<file path="config.mk">
export PLATFORM = sky130hd
export DESIGN_NAME = regfile_writeback_queue
export DESIGN_NICKNAME = d
export VERILOG_FILES = /design/src/rtl/regfile_writeback_queue.sv
export SDC_FILE = /design/constraint.sdc
export NUM_CORES = 1
export LEC_CHECK = 0
export BUFFER_PORTS_ARGS = -buffer_cell sky130_fd_sc_hd__buf_2
export CORE_MARGIN = 8
export CORE_UTILIZATION = 54
export CTS_CLUSTER_SIZE = 25
export DETAILED_ROUTE_END_ITERATION = 16
export GPL_ROUTABILITY_DRIVEN = 0
export PLACE_DENSITY = 0.82
export REMOVE_ABC_BUFFERS = 1
export SYNTH_ARGS = -nofsm -noshare
export SYNTH_HDL_FRONTEND = slang
export SYNTH_SLANG_ARGS = --single-unit
</file>
<file path="constraint.sdc">
create_clock -name clock -period 2.6 [get_ports clock]
set_clock_uncertainty 0.2 [all_clocks]
set_input_delay 0.13 -clock clock [delete_from_list [all_inputs] [get_ports clock]]
set_output_delay 0.13 -clock clock [all_outputs]
set_load 0.02 [all_outputs]
</file>
<file path="src/rtl/regfile_writeback_queue.sv">
// Buffers {reg, data} results and drains one per cycle into the register-file write port.
// Latency: push at edge N into an empty queue -> reg_write high N+1..N+2 (no fall-through).
// Backpressure: in_ready = count < DEPTH from registered count; write_hold pauses draining only.
module regfile_writeback_queue #(
    parameter int DATA_WIDTH       = 24,
    parameter int ADDR_WIDTH       = 2,
    parameter int DEPTH            = 4,
    parameter int ZERO_REG_DISCARD = 1
) (
    input  logic                          clock,
    input  logic                          reset_n,
    input  logic                          in_valid,
    output logic                          in_ready,
    input  logic [ADDR_WIDTH-1:0]         in_reg,
    input  logic [DATA_WIDTH-1:0]         in_data,
    input  logic                          write_hold,
    output logic                          reg_write,
    output logic [ADDR_WIDTH-1:0]         write_reg,
    output logic [DATA_WIDTH-1:0]         write_data,
    output logic [$clog2(DEPTH):0]        count,
    output logic [(2**ADDR_WIDTH)-1:0]    pending,
    input  logic [ADDR_WIDTH-1:0]         lookup_reg_1,
    input  logic [ADDR_WIDTH-1:0]         lookup_reg_2,
    output logic                          bypass_hit_1,
    output logic                          bypass_hit_2,
    output logic [DATA_WIDTH-1:0]         bypass_data_1,
    output logic [DATA_WIDTH-1:0]         bypass_data_2
);
    localparam int NUM_REGS = 2**ADDR_WIDTH;
    localparam int PW       = $clog2(DEPTH);
    localparam int CW       = PW + 1;

    logic [ADDR_WIDTH-1:0] reg_q  [DEPTH];
    logic [DATA_WIDTH-1:0] data_q [DEPTH];
    logic [PW-1:0]         wptr_q;
    logic [PW-1:0]         rptr_q;
    logic [CW-1:0]         count_q;
    logic [CW-1:0]         count_d;
    logic                  reg_write_q;
    logic [ADDR_WIDTH-1:0] write_reg_q;
    logic [DATA_WIDTH-1:0] write_data_q;

    logic                  push_acc;
    logic                  enq;
    logic                  pop;
    logic [NUM_REGS-1:0]   pending_c;
    logic [DATA_WIDTH-1:0] byp1_c;
    logic [DATA_WIDTH-1:0] byp2_c;
    logic [PW-1:0]         idx;

    // Gated with reset_n so the producer sees no handshake while reset is held.
    assign in_ready = reset_n & (count_q < CW'(DEPTH));
    assign push_acc = in_valid & in_ready;
    assign enq      = push_acc & ~((ZERO_REG_DISCARD != 0) && (in_reg == '0));
    assign pop      = (count_q != '0) & ~write_hold;

    always_comb begin
        count_d = count_q;
        case ({enq, pop})
            2'b10:   count_d = count_q + 1'b1;
            2'b01:   count_d = count_q - 1'b1;
            default: count_d = count_q;
        endcase
    end

    always_ff @(posedge clock or negedge reset_n) begin
        if (!reset_n) begin
            wptr_q       <= '0;
            rptr_q       <= '0;
            count_q      <= '0;
            reg_write_q  <= 1'b0;
            write_reg_q  <= '0;
            write_data_q <= '0;
        end else begin
            count_q     <= count_d;
            reg_write_q <= pop;
            if (enq) begin
                wptr_q <= wptr_q + 1'b1;
            end
            if (pop) begin
                rptr_q       <= rptr_q + 1'b1;
                write_reg_q  <= reg_q[rptr_q];
                write_data_q <= data_q[rptr_q];
            end
        end
    end

    // Storage needs no reset: entries are only observed inside the valid window.
    always_ff @(posedge clock) begin
        if (enq) begin
            reg_q[wptr_q]  <= in_reg;
            data_q[wptr_q] <= in_data;
        end
    end

    // Walk oldest to youngest so the last match seen is the youngest value.
    always_comb begin
        pending_c = '0;
        byp1_c    = '0;
        byp2_c    = '0;
        idx       = '0;
        if (reg_write_q) begin
            pending_c[write_reg_q] = 1'b1;
            if (write_reg_q == lookup_reg_1) byp1_c = write_data_q;
            if (write_reg_q == lookup_reg_2) byp2_c = write_data_q;
        end
        for (int i = 0; i < DEPTH; i++) begin
            idx = rptr_q + PW'(i);
            if (CW'(i) < count_q) begin
                pending_c[reg_q[idx]] = 1'b1;
                if (reg_q[idx] == lookup_reg_1) byp1_c = data_q[idx];
                if (reg_q[idx] == lookup_reg_2) byp2_c = data_q[idx];
            end
        end
    end

    assign pending       = pending_c;
    assign bypass_hit_1  = pending_c[lookup_reg_1];
    assign bypass_hit_2  = pending_c[lookup_reg_2];
    assign bypass_data_1 = byp1_c;
    assign bypass_data_2 = byp2_c;
    assign reg_write     = reg_write_q;
    assign write_reg     = write_reg_q;
    assign write_data    = write_data_q;
    assign count         = count_q;

endmodule

</file>
; ---- Yosys cells after proc, flatten, opt, wreduce, memory -nomap -nowiden
; Memory sizes are Yosys's and may differ from the RTL's.
; Cells that the tools add are included.
[totals]
ff_bits = 34
ram_bits = 104
inputBits = 34
memories = 2
[op_classes]
n_addsub = 6
n_lt_le_gt_ge = 17
n_eq_ne = 12
muxes = 42
bitwise_logic = 10
reduce_logical = 8
[mem_list]
columns = memory, depth, word_bits, rd, rd_clocked_by_memory_dff, wr, line
row1 = data_q, 4, 24, 4, 0, 1, 34  ; logic [DATA_WIDTH-1:0] data_q [DEPTH];
row2 = reg_q, 4, 2, 4, 0, 1, 33  ; logic [ADDR_WIDTH-1:0] reg_q [DEPTH];
[op_table]
columns = op, count
row1 = $mux 24, 20
row2 = $lt 2x3->1 const B, 7
row3 = $eq 2x2->1, 10
row4 = $mux 4, 5
row5 = $or 4x4->4, 4
row6 = $demux 1 s2, 5
row7 = $ge 2x1->1 const B, 5
row8 = $mux 1, 9
row9 = $lt 1x3->1 const A, 2
row10 = $lt 2x3->1 const A, 2
row11 = $pmux 3 s2, 1
row12 = $logic_and 1x1->1, 5
row13 = $add 2x1->2 const B, 2
row14 = $add 2x2->2 const B, 2
row15 = $and 1x1->1, 4
row16 = $bmux 1 s2, 2
row17 = $add 3x1->3 const B, 1
row18 = $lt 3x3->1 const B, 1
row19 = $reduce_bool 3->1, 1
row20 = $sub 3x1->3 const B, 1
row21 = $eq 2x1->1 const B, 1
row22 = $eq 2x2->1 const B, 1
row23 = $logic_not 2->1, 1
row24 = $not 1->1, 2
row25 = $reduce_bool 2->1, 1

; ---- Logic depth before layout (Yosys ltp)
[depth]
word_depth = 15
mapped_depth = 10
mapped_depth_nobuf = 7

; ---- Least setup slack after synthesis
; Ideal clock, no wire load.
[synth_path]
kind = register to register
start = register count_q[0] (netlist: count[0])
end = register count_q[2] (netlist: count[2])
setup_time_ns = 0.122
t_arrival_ns = 2.503
required_time_ns = 2.278
setup_slack_ns = -0.225
path_stages_with_launch = 11
path_buffers = 3
synth_period_minus_slack_ns = 2.825
cell_sequence = dfrtp_1 > clkbuf_1 > inv_1 > ha_1 > a21oi_1 > buf_1 > buf_1 > ha_1 > mux2i_1 > nor2_1 > xnor2_1
[synth_rtl]
columns = element, line
row1 = from (decl), 37  ; logic [CW-1:0] count_q;
row2 = from (signal assigned), 75  ; count_q <= count_d;
row3 = $reduce_bool 3->1 *, 55  ; assign pop = (count_q != '0) & ~write_hold;
row4 = $and 1x1->1 *, 55
row5 = named net pop, 45  ; logic pop;
row6 = $eq 2x1->1 or $eq 2x2->1 (tied branches), 59  ; case ({enq, pop})
row7 = $pmux 3 s2 or $reduce_bool 2->1 (tied branches), -
; The timed path passes the listed nets; every way through them passes the cells marked *.
; A chain may end at the register's enable or synchronous reset.

; ---- Worst setup path in the final report
[layout_path]
start = register rptr_q[0]
end = output bypass_data_1[0]
[layout_between]
elab_chain_cells = 10
[layout_lines]
columns = element, line
row1 = from (decl), 36  ; logic [PW-1:0] rptr_q;
row2 = from (signal assigned), 81  ; rptr_q <= rptr_q + 1'b1;
row3 = branches (longest 9 deep; another with $add 2x1->2), -
row4 = $mux 24 *, 109  ; if (CW'(i) < count_q) begin
row5 = to (decl), 26  ; output logic [DATA_WIDTH-1:0] bypass_data_1,
; Every way passes the cells marked *.

==> metrics.cfg <==
[worst_setup_path]
start_kind = register
slowest_delay_ps = 650
arrival_ps = 3110
cpMaxStageDelayCell = mux4_2
crit_chain = mux4_2 > xor2_4 > buf_4 > o311a_4 > a221oi_2 > o31ai_1 > buf_2
cp.required_ps = 2270
cp_max_fo = 8
end_kind = primary output
critPathKind = reg2out

[floorplan]
fp-row-count = 49
die_area_um2 = 22500
coreArea_um2 = 17800
die_x_um = 150
die_h_um = 150
start_util = 0.546
io_pins = 119

[yosys]
synth_area_um2 = 9710
synth_warnings = 0
synth_common_cells = mux2i_1 (175), edfxtp_1 (104), nor2_1 (56)
yosys-top-cells-area = edfxtp_1 (32%), mux2i_1 (18%), dfrtp_1 (8.8%)
synth_top_cell_by_area = edfxtp_1
ys_ff_latch = 138
synth.distinct_cells = 58
async_flop_share = 0.246
synth_flop_cell = edfxtp_1
synth.most_common_cell = mux2i_1
synth-seq-area-share = 0.409
netlist_instances = 873
synth_edf_count = 104
avgSynthCellArea_um2 = 11.1
synth_top_area_frac = 0.322

[run_status]
status = finished, violations left
violations = setup timing

[clock_tree]
cts.sinks = 138
cts_buffers = 17
clkLatencyLatePin_ps = 440
htreeDepth = 4
cts-root-buf = clkbuf_16
path_clk_slew_ps = 60
cts_tree = yes
cts_buffer_depth = 2

[routing]
drtPass1Iterations = 6
drtIter0Drc = 1366
via_per_inst = 7.29
wl_per_cell_um = 28.7
drc_errors = 0
wl_um = 38500
num_vias = 9772
ant_nets = 0

[placed_design]
placed_area_um2 = 11300
io_buffers = 118
dp_slack_ps = -280
dpl.hpwl_um = 20600

[timing]
post-route-period-util = 1.32
rsz0062_at_grt = true
timing.final.ws_setup_ps = -842
slew_headroom = 0.573
setup_viol = 54
max_freq_mhz = 291
slew_viol_final = 0
fin_crit_ps = 3440
tightest_slew_ps = 623
hold_viol_final = 0

[grt]
grt_use_total = 0.287
grt_overflow = 0
grt_util_met3 = 0.0676
grt_util_met1 = 0.335
grt_pass1_wl_um = 49800
busiest_layer = met2
antenna_found_initial = 0
grt_start_max_net_pins = 73
grt_pass1_vias = 9145
globalRouteMet2Util = 0.485

[flow_run]
maxCapViolations = 0

[min_path]
hold_class = in2reg

[finish]
largest_reg_flops = 96
largest_register = data_q
n_antenna_cell = 0
fin_area_um2 = 13500
nets = 1141
syn2layout_area_growth_pct = 39.3
drive_gt1_frac = 0.415

## kinds of logic after synthesis
logic type	after synthesis	share of synthesized area
xor gates and xnor gates	26	0.0234
buffers and inverters	92	0.0451
and+or+nand+nor	177	0.101
DFF	138	0.409
muxes	235	0.260
adders and majority gates	8	0.0103
AOI/OAI and AO/OA	197	0.151
## cell usage in the layout (no fill, tap or decap), drive strengths merged, types with 2 or more instances in the layout
cell and instances:
nand3b 2, dlygate4sd3 28, buf 262, clkbuf 25, nor2b 26, nor2 56
or3 3, or2 2, mux4 8, xnor2 13, o21ai 5, inv 6
mux2i 175, mux2 52, o311a 4, ha 8, a22oi 2, o32ai 2
nand2 6, and3 2, o31ai 53, xor2 13, a221oi 48, nor4b 2
nor4 50, clkinv 5, dfrtp 34, a211oi 24, a21oi 51, bufinv 2
nand4 2, nand3 7, and2 5, o211ai 2, edfxtp 104, nor3 6
## worst max-delay path, delay by kind of cell, from the launching register on
family,cells,cell delay (ps)
buffers and inverters,2,350
multiplexers,1,650
XOR/XNOR,1,220
AO/OA/AOI/OAI,3,1000
flip-flops,1,470
## worst paths after layout
kind                                       startpoint                          to  slack (ps)  cells past startpoint
max in group asynchronous                     reset_n       rptr_q[0]$_DFFE_PN0P_        1590                      3
setup / recovery                rptr_q[0]$_DFFE_PN0P_            bypass_data_1[0]        -840                      7
setup reg to reg                rptr_q[1]$_DFFE_PN0P_  write_data[14]$_DFFE_PN0P_         200                      7
hold reg to reg            write_data[23]$_DFFE_PN0P_  write_data[23]$_DFFE_PN0P_         420                      1
min in group asynchronous                     reset_n        count[2]$_DFFE_PN0P_         130                      3
hold / removal                               in_valid       wptr_q[0]$_DFFE_PN0P_          80                      3
## metrics by stage
step | cells | utilization | setup TNS, ps | hold WS (ps)
after detailed placement | 1247 | 0.638 | -10510 | 65.9
after CTS | 1313 | 0.716 | -31200 | 11.7
after global routing | 1341 | 0.761 | -39240 | 87.1
after global placement | 1247 | 0.638 | -8600 | 46.0
after floorplan | 787 | - | -319320 | -366
final | 1341 | 0.761 | -36290 | 79.7
## layer usage
| layer | routed length [um] | vias to the layer above |
|---|---|---|
| li1 | - | 3927 |
| met1 | 12900 | 4614 |
| met2 | 18200 | 936 |
| met3 | 4590 | 295 |
| met4 | 2790 | 0 |
| met5 | 0 | - |
## layout make-up
| class | count | area (um2) |
|---|---|---|
| clock inverters | 8 | 95.1 |
| well taps | 229 | 287 |
| flip-flops and latches | 138 | 3980 |
| repair buffers | 291 | 2460 |
| fillers | 989 | 4250 |
| inverters | 6 | 22.5 |
| multi-input cells | 645 | 6210 |
| clock buffers | 24 | 472 |
## repair_timing
action	CTS	global route
endpoints found under the setup margin	54	54
gates cloned	2	2
pin swaps	39	57
endpoints found under the hold margin	139	0
buffers inserted	5	29
hold buffers	28	0
resized for setup	90	97
Power is not shown: default switching activity piles up to over one toggle a cycle in this logic, so the estimate is an artifact.
